===== src/rtl/counter_seq_pkg.sv =====
// ---------------------------------------------------------------------------
// counter_seq_pkg
// Shared definitions for the stopwatch run/stop sequencer:
//   - state_t    : controller state, encoded exactly as presented on state_o
//   - event_t    : winning button event of a cycle after priority resolution
//   - BTN_*      : bit positions of the four buttons in the event vector
//   - pick_event : priority resolver, clear > stop > start > lap
//   - DEFAULT_DIV / DEFAULT_MAX_COUNT : default tick divider and wrap value
// ---------------------------------------------------------------------------
package counter_seq_pkg;

    typedef enum logic [1:0] {
        ST_IDLE  = 2'b00,
        ST_RUN   = 2'b01,
        ST_PAUSE = 2'b10,
        ST_LAP   = 2'b11
    } state_t;

    typedef enum logic [2:0] {
        EV_NONE  = 3'd0,
        EV_CLEAR = 3'd1,
        EV_STOP  = 3'd2,
        EV_START = 3'd3,
        EV_LAP   = 3'd4
    } event_t;

    // Bit positions of each button inside the 4-bit event vector.
    localparam int BTN_START = 0;
    localparam int BTN_STOP  = 1;
    localparam int BTN_LAP   = 2;
    localparam int BTN_CLEAR = 3;

    localparam int DEFAULT_DIV       = 4;
    localparam int DEFAULT_MAX_COUNT = 255;

    // Only the highest-priority event of a cycle survives; the rest are
    // dropped, even if the winner turns out to be ignored in the current state.
    function automatic event_t pick_event(input logic [3:0] ev);
        if (ev[BTN_CLEAR])      return EV_CLEAR;
        else if (ev[BTN_STOP])  return EV_STOP;
        else if (ev[BTN_START]) return EV_START;
        else if (ev[BTN_LAP])   return EV_LAP;
        else                    return EV_NONE;
    endfunction

endpackage


===== src/rtl/btn_event.sv =====
// ---------------------------------------------------------------------------
// btn_event
// Converts one asynchronous button pin into a single-cycle event pulse:
// two-flop synchroniser followed by a rising-edge detector.
// Ports:
//   clk   in  1  clock
//   rst   in  1  synchronous reset, active-high
//   pin   in  1  raw asynchronous button pin
//   pulse out 1  one-cycle event, high in the cycle before the 3rd clk edge
//                after the pin rises
// A button still held when reset is released produces no event: the detector
// is only armed once a genuine low sample has been seen after reset, so the
// button must be released and pressed again.
// ---------------------------------------------------------------------------
module btn_event (
    input  logic clk,
    input  logic rst,
    input  logic pin,
    output logic pulse
);

    logic sync1;   // first synchroniser stage (may be metastable)
    logic sync2;   // second synchroniser stage, safe to use
    logic prev;    // sync2 delayed, for edge detection
    logic primed;  // sync1 holds a real post-reset sample
    logic armed;   // a real low level has been observed since reset

    // NOTE: all state here is updated with non-blocking assignments so every
    // stage samples the previous cycle's value of the stage before it; a
    // blocking chain would collapse the synchroniser into a single flop.
    always_ff @(posedge clk) begin
        if (rst) begin
            sync1  <= 1'b0;
            sync2  <= 1'b0;
            prev   <= 1'b0;
            primed <= 1'b0;
            armed  <= 1'b0;
        end else begin
            sync1  <= pin;
            sync2  <= sync1;
            prev   <= sync2;
            primed <= 1'b1;
            armed  <= armed | (primed & ~sync1);
        end
    end

    assign pulse = sync2 & ~prev & armed;

endmodule


===== src/rtl/counter_seq_ctrl.sv =====
// ---------------------------------------------------------------------------
// counter_seq_ctrl
// Stopwatch-style run/stop sequencer for an external 8-bit counter datapath.
// Conditions four buttons into events, paces the counter with a programmable
// tick prescaler, handles clear and wrap, and muxes live count or a frozen
// lap value onto the display.
// Parameters:
//   DIV        clock cycles per count tick (2..65536)
//   MAX_COUNT  last count value before wrap (<= 255)
// Ports:
//   clk        in  1  clock
//   rst        in  1  synchronous reset, active-high (shared with datapath)
//   start_i    in  1  start/resume button, asynchronous
//   stop_i     in  1  pause button, asynchronous
//   lap_i      in  1  lap freeze/release button, asynchronous
//   clear_i    in  1  clear button, asynchronous
//   cnt_val_i  in  8  current counter value from the datapath
//   cnt_en_o   out 1  one-cycle increment enable to the counter
//   cnt_clr_o  out 1  one-cycle clear to the counter (wins over increment)
//   disp_o     out 8  displayed value: lap_reg in LAP, else live count
//   state_o    out 2  IDLE=00, RUN=01, PAUSE=10, LAP=11
//   ovf_o      out 1  sticky wrap flag, cleared by clear event or rst
// ---------------------------------------------------------------------------
module counter_seq_ctrl
    import counter_seq_pkg::*;
#(
    parameter int DIV       = DEFAULT_DIV,
    parameter int MAX_COUNT = DEFAULT_MAX_COUNT
) (
    input  logic       clk,
    input  logic       rst,
    input  logic       start_i,
    input  logic       stop_i,
    input  logic       lap_i,
    input  logic       clear_i,
    input  logic [7:0] cnt_val_i,
    output logic       cnt_en_o,
    output logic       cnt_clr_o,
    output logic [7:0] disp_o,
    output logic [1:0] state_o,
    output logic       ovf_o
);

    localparam int            PW         = $clog2(DIV);
    localparam logic [PW-1:0] PRESC_LAST = PW'(DIV - 1);
    localparam logic [7:0]    CNT_LAST   = 8'(MAX_COUNT);

    // ---------------- button conditioning ----------------
    logic [3:0] ev;

    btn_event u_start (.clk(clk), .rst(rst), .pin(start_i), .pulse(ev[BTN_START]));
    btn_event u_stop  (.clk(clk), .rst(rst), .pin(stop_i),  .pulse(ev[BTN_STOP]));
    btn_event u_lap   (.clk(clk), .rst(rst), .pin(lap_i),   .pulse(ev[BTN_LAP]));
    btn_event u_clear (.clk(clk), .rst(rst), .pin(clear_i), .pulse(ev[BTN_CLEAR]));

    event_t win;
    assign win = pick_event(ev);

    // ---------------- FSM ----------------
    state_t state;
    state_t next_state;

    always_ff @(posedge clk) begin
        if (rst) state <= ST_IDLE;
        else     state <= next_state;
    end

    // NOTE: next_state gets its default before the case so every path assigns
    // it; without that, an unhandled event would infer a latch.
    always_comb begin
        next_state = state;
        if (win == EV_CLEAR) begin
            next_state = ST_IDLE;
        end else begin
            case (state)
                ST_IDLE: begin
                    if (win == EV_START) next_state = ST_RUN;
                end
                ST_RUN: begin
                    if (win == EV_STOP)     next_state = ST_PAUSE;
                    else if (win == EV_LAP) next_state = ST_LAP;
                end
                ST_LAP: begin
                    if (win == EV_STOP)     next_state = ST_PAUSE;
                    else if (win == EV_LAP) next_state = ST_RUN;
                end
                ST_PAUSE: begin
                    if (win == EV_START) next_state = ST_RUN;
                end
            endcase
        end
    end

    // ---------------- prescaler, lap register, tick/clear/ovf ----------------
    logic [PW-1:0] presc;
    logic [7:0]    lap_reg;
    logic          en_q;
    logic          clr_q;
    logic          ovf_q;
    logic          running_now;
    logic          running_next;
    logic          keep_running;
    logic          wrap;

    assign running_now  = (state == ST_RUN) || (state == ST_LAP);
    assign running_next = (next_state == ST_RUN) || (next_state == ST_LAP);
    // The prescaler only advances on edges that stay inside RUN/LAP, so a stop
    // freezes it at its current phase and a later resume continues from there;
    // a tick already registered in en_q still issues, but none follow.
    assign keep_running = running_now && running_next;

    // A tick landing on the last count value clears instead of incrementing.
    assign wrap = en_q && (cnt_val_i == CNT_LAST);

    always_ff @(posedge clk) begin
        if (rst) begin
            presc   <= '0;
            lap_reg <= '0;
            en_q    <= 1'b0;
            clr_q   <= 1'b0;
            ovf_q   <= 1'b0;
        end else begin
            en_q  <= 1'b0;
            clr_q <= (win == EV_CLEAR);
            if (win == EV_CLEAR) begin
                presc   <= '0;
                lap_reg <= '0;
                ovf_q   <= 1'b0;
            end else begin
                if (wrap) ovf_q <= 1'b1;

                if (state == ST_IDLE && win == EV_START) begin
                    presc <= '0;
                end else if (keep_running) begin
                    if (presc == PRESC_LAST) begin
                        presc <= '0;
                        en_q  <= 1'b1;
                    end else begin
                        presc <= presc + PW'(1);
                    end
                end

                if (state == ST_RUN && win == EV_LAP) lap_reg <= cnt_val_i;
            end
        end
    end

    // ---------------- outputs ----------------
    assign cnt_en_o  = en_q;
    assign cnt_clr_o = clr_q | wrap;
    assign ovf_o     = ovf_q;
    assign state_o   = state;
    assign disp_o    = (state == ST_LAP) ? lap_reg : cnt_val_i;

endmodule


===== config.mk =====
export PLATFORM = sky130hd
export DESIGN_NAME = counter_seq_ctrl
export DESIGN_NICKNAME = d
export VERILOG_FILES = /design/src/rtl/counter_seq_pkg.sv /design/src/rtl/btn_event.sv /design/src/rtl/counter_seq_ctrl.sv
export SDC_FILE = /design/constraint.sdc
export NUM_CORES = 1
export LEC_CHECK = 0
export BUFFER_PORTS_ARGS = -buffer_cell sky130_fd_sc_hd__buf_4
export CAP_MARGIN = 20
export CORE_MARGIN = 5
export CORE_UTILIZATION = 50
export DETAILED_ROUTE_END_ITERATION = 10
export PLACE_DENSITY = 0.83
export SYNTH_ARGS = -nofsm -noshare
export SYNTH_HDL_FRONTEND = slang
export SYNTH_SLANG_ARGS = --single-unit

===== constraint.sdc =====
create_clock -name clk -period 1.8 [get_ports clk]
set_input_delay 0.45 -clock clk [delete_from_list [all_inputs] [get_ports clk]]
set_output_delay 0.45 -clock clk [all_outputs]
set_load 0.01 [all_outputs]

======== Yosys cells after proc, flatten, opt, wreduce, memory -nomap -nowiden ========
Index checks and enable logic that the tools add are counted.
word-level totals
  register bits after elaboration ......... 32
  latch bits .............................. 0
  memory bits (writable) .................. 0
  bits in read-only memories .............. 0
  input bits .............................. 14
  output and inout bits ................... 13
  logic and storage cells ................. 87
  memories ................................ 0
cells by class
  add/subtract/negate cells ............... 1
  $mul .................................... 0
  div/mod/pow operators ................... 0
  $lt $le $gt $ge ......................... 0
  equality and inequality tests ........... 11
  shift operators ......................... 0
  muxes and demuxes ....................... 15
  bitwise operators ....................... 26
  reduce and logical (&&, ||, !) cells .... 11
operators by type and width
  kind                                           number
  two-way mux 2 bit                              7
  bitwise AND 1 bit                              12
  two-way mux 3 bit                              4
  NOT 1 bit                                      9
  == test 2 bit, second input constant           4
  == test 8 bit, second input constant           1
  two-way mux 8 bit                              1
  == test 3 x 2 -> 1 bit, second input constant  2
  case mux 2 bit (3 select lines)                1
  bitwise OR 1 bit                               5
  == test 2 x 1 -> 1 bit, second input constant  2
  logical AND 1 bit                              4
  OR reduction 2 bit                             2
  OR reduction 4 bit                             1
  == test 3 x 1 -> 1 bit, second input constant  1
  == test 3 bit, second input constant           1
  OR reduction 3 bit                             1
  adder 2 x 1 -> 2 bit, second input constant    1
  zero test 2 bit                                1
  logical OR 1 bit                               2
  two-way mux 1 bit                              2

======== Depth between registers and ports, before layout ========
  depth in word-level cells ............... 17
  depth in mapped cells ................... 5

======== By module ========
From an unflattened synthesis, not the netlist that was laid out.
second synthesis, totals
  cell total of the unflattened synthesis .. 133
  area, all modules ....................... 1322.5 µm²
by module, submodules not included
  module            times used  cells an instance  area each (µm²)  seq. area each (µm²)
  counter_seq_ctrl  1           81                 747.0            300.3
  btn_event         4           13                 143.9            100.1

======== Worst setup path after synthesis ========
OpenSTA, ideal clock, no wires.
  path type ............................... register to output
  start ................................... register state[0] (netlist: state_o[0])
  end ..................................... output disp_o[0]
  data arrival time ....................... 1.093 ns
  required time ........................... 1.350 ns
  setup slack ............................. 0.257 ns
  cell stages (with the launch flop) ...... 4
  cells stage by stage .................... dfxtp_1 -> clkbuf_2 -> nand2_1 -> mux2_2
between the ends
  cells in the longest elaborated chain, start to end .. 2
RTL lines
  item                    RTL line                 source
  from (decl)             counter_seq_ctrl.sv:60   state_t state;
  from (signal assigned)  counter_seq_ctrl.sv:65   else state <= next_state;
  == test 2 bit           counter_seq_ctrl.sv:153  assign disp_o = (state == ST_LAP) ? lap_reg : cnt_val_i;
  two-way mux 8 bit       counter_seq_ctrl.sv:153
  to (decl)               counter_seq_ctrl.sv:39   output logic [7:0] disp_o,
Every way passes these cells.

======== Final worst setup path ========
  start ................................... register state[1] (netlist: state_o[1])
  end ..................................... output disp_o[6]
Same word-level chain as after synthesis.

==> summary.md <==
| Metric | Value |
|---|---|
| Status | complete, no violations |
| Placed cells | 184 |
| CP max FO | 8 |
| Final setup viols | 0 |
| Synth warn | 0 |
| Worst-case reg-to-reg path depth | 4 |
| Layout cells sized above 1 | between 20 and 30% |
| Tmin final | ~1800 ps |
| Port Buf Inserts | 26 |
| Int Power | just under 1 mW |
| Area of the multi-input gates | 593.1 µm² |
| Leakage power | 0.6548 nW |
| Logic pwr share | under 10% |
| Sw Ratio | 22.86% |
| H-tree depth | 2 |
| Syn Nets | approximately 150 |
| Max-cap viol count | 0 |
| Nets | 176 |
| Sequential fraction of design power | roughly three fifths |
| Endpoints failing hold | 0 |
| Initial DRC Count | 36 |
| Top-level I/O count | 27 |
| Busiest grt layer | met2 |
| Die Width | 60.37 µm |
| Post-Syn Instances | 132 |
| Post-Route WL | 2512 µm |
| Layout area overhead | 23.27% |
| Worst Setup End Kind | primary output |
| Max reg flops | 8 |
| CP Class | reg -> out |
| CTS max path bufs | 2 |
| Pre-antenna DRT Iters | 3 |
| Final ANT Viol Nets | 0 |
| M2 GR Usage | roughly a quarter |
| Switch Pwr | approximately 290 µW |
| Slew Limit Fails | 0 |
| Register Area | 645.6 µm² |
| Root Buffer Master | clkbuf_4 |
| WP data arrival | about 1300 ps |
| Final period utilization | 97.32% |
| # clock sinks | 32 |
| Clock power share | 33.2% |
| Initial antenna violation count | 0 |
| Total gr overflow | 0 |
| WP data required | 1350 ps |
| Drc violations | 0 |
| First-pass GRT wire length | ~4100 µm |
| Clk_skew | 10.80 ps |
| N_diodes | 0 |
| RD Place Congestion | 0.8329 |
| Die Height | 60.37 µm |
| Setup TNS | 0 ps |
| Relative slew slack | about 66% |
| Post-synth cell types | 29 |
| Final cell count without fillers | 192 |
| DP Wirelength | around 1800 µm |
| Met3 track utilization from global routing | 5.532% |
| Unrepaired setup endpoints after global routing | no |
| CTS clock-pin slew for the worst setup and hold paths | 90 ps |
| Power density over the cells | 810.6 nW/µm² |
| Worst slew pin tran | 513.6 ps |
| Number of global-route vias before repair | 962 |
| FMAX | ~0.57 GHz |
| CTS Hold Bufs | 0 |
| Starting Density | about half |
| Met1 Use GR | 17.19% |
| Die ar. | about 3600 µm² |
| Synth Area per Inst | 9.611 µm² |
| Via Count | 1,016 |
| CTS tree | yes |
| Sequential share of the synthesized area | 50.49% |
| Hold/Removal Path Class | in -> reg |
| Largest net degree at the start of global routing | 20 |
| GRT Util Overall | approximately 15% |
| Max IR drop VDD | 0.6495 mV |
| CTS Buf Count | 5 |
| Drt via density | 5.292 |
| # rows | 18 |
| Core box area | 2455 µm² |
| Setup crit start kind | flip-flop |
| # fillers | 209 |
| Synth Cell Area | 1269 µm² |
| Synth Register Bits | 32 |
| Wire per inst | 13.08 µm |
| Later-pin clock latency in the skew report | 330 ps |
| Hold depth | 2 |
placed cells by master (no fill, tap or decap):
cell / count
clkbuf_1: 2
o311ai_0: 1
nor3_1: 1
a21boi_0: 4
nand3_1: 11
and3_1: 1
dfxtp_2: 1
o21a_1: 1
dfxtp_4: 1
nand2_8: 1
dfxtp_1: 30
inv_1: 5
nor3b_1: 1
ha_1: 1
nor2b_1: 8
mux2_2: 8
nor3_2: 1
o31ai_4: 1
buf_4: 28
nand2_1: 4
or2_2: 1
and3b_1: 4
nand3b_1: 3
nor2_1: 13
clkbuf_8: 1
o21ai_0: 10
or3_1: 2
mux2i_1: 1
clkbuf_4: 5
a21boi_1: 5
a21oi_1: 5
nand4_1: 1
Yosys cell counts:
cell type   n  share of area (%)
clkbuf_1    3               0.89
and3b_1     4                2.8
clkbuf_2    1               0.39
buf_2       1               0.39
nor3_1      1               0.39
nand3b_1    3                1.8
a21oi_1     5                2.0
ha_1        1               0.99
o311ai_0    1               0.69
nand3_1    11                4.3
and3_1      1               0.49
nor3_2      1               0.79
o31ai_4     1                1.7
o21ai_0    10                3.9
a21boi_1    5                3.0
mux2i_1     1               0.79
nand4_1     1               0.49
a21boi_0    4                2.4
or3_1       2               0.99
buf_6       1               0.89
mux2_2      8                7.1
o21a_1      1               0.59
nor3b_1     1               0.59
nor2_1     13                3.8
nand2_1     5                1.5
nor2b_1     8                3.9
inv_1       5                1.5
dfxtp_1    32                 50
or2_2       1               0.49
stage by stage:
| step | cell area [µm²] | hold WS, ps | setup slack [ps] | utilization (%) | power (mW) |
|---|---|---|---|---|---|
| global placement | 1484 | 414.7 | 205.2 | 60.45 | 0.8604 |
| floorplan | 1269 | 410.0 | 256.8 | - | 0.8125 |
| global route | 1564 | 321.1 | 8.431 | 63.71 | 1.325 |
| finish | 1564 | 323.4 | 48.20 | 63.71 | 1.268 |
| CTS | 1551 | 317.4 | 6.949 | 63.20 | 1.276 |
| detailed placement | 1484 | 428.3 | 171.1 | 60.45 | 0.8651 |
logic make-up (layout without fill, tap and decap cells):
| group | Yosys count | in the layout | synth area share [%] |
|---|---|---|---|
| compound gates | 27 | 27 | 14.20 |
| fa+ha+maj | 1 | 1 | 0.9860 |
| buf+inv | 11 | 41 | 4.043 |
| flops | 32 | 32 | 50.49 |
| mux | 9 | 9 | 7.890 |
| simple gates | 52 | 52 | 22.39 |
repair_timing:
item	CTS	global route
pin swaps	0	1
gates resized for setup	3	3
setup endpoints to repair	8	8
buffers inserted	0	0
path summary, 6_finish.rpt:
| check | startpoint | end | slack [ps] |
|---|---|---|---|
| min | lap_i | u_lap.sync1$_SDFF_PP0_ | 320 |
| min reg2reg | u_clear.sync1$_SDFF_PP0_ | u_clear.sync2$_SDFF_PP0_ | 430 |
| max | state_o[1]$_SDFF_PP0_ | disp_o[6] | 50 |
| max reg2reg | u_clear.armed$_SDFF_PP0_ | presc[1]$_SDFFE_PP0P_ | 290 |
metal layers:
| metal | wire, µm | vias up |
|---|---|---|
| li1 | - | 514 |
| met1 | 1052 | 465 |
| met2 | 1180 | 32 |
| met3 | 241 | 5 |
| met4 | 37 | 0 |
| met5 | 0 | - |
layout make-up:
| class | instances | share of cell area, % |
|---|---|---|
| Sequential cell | 32 | 41.28 |
| Inverter | 5 | 1.200 |
| Clock buffer | 8 | 3.760 |
| Tap cell | 30 | 2.400 |
| Timing Repair Buffer | 28 | 13.44 |
| Multi-Input combinational cell | 89 | 37.92 |
power by group through the flow:
stage | Sequential, mW | Combinational (mW) | Clock [mW]
3_5_place_dp | 0.756 | 0.110 | 0
5_1_grt | 0.741 | 0.120 | 0.464
4_1_cts | 0.739 | 0.110 | 0.427
6_report | 0.738 | 0.109 | 0.420
2_1_floorplan | 0.752 | 0.0602 | 0
3_3_place_gp | 0.754 | 0.106 | 0
critical path, stage by stage, from the launching register on:
cell and delay [ps]:
dfxtp_4 390, nand2_8 100, mux2_2 340, buf_4 140
No activity file was read; power rests on OpenSTA's default activity.
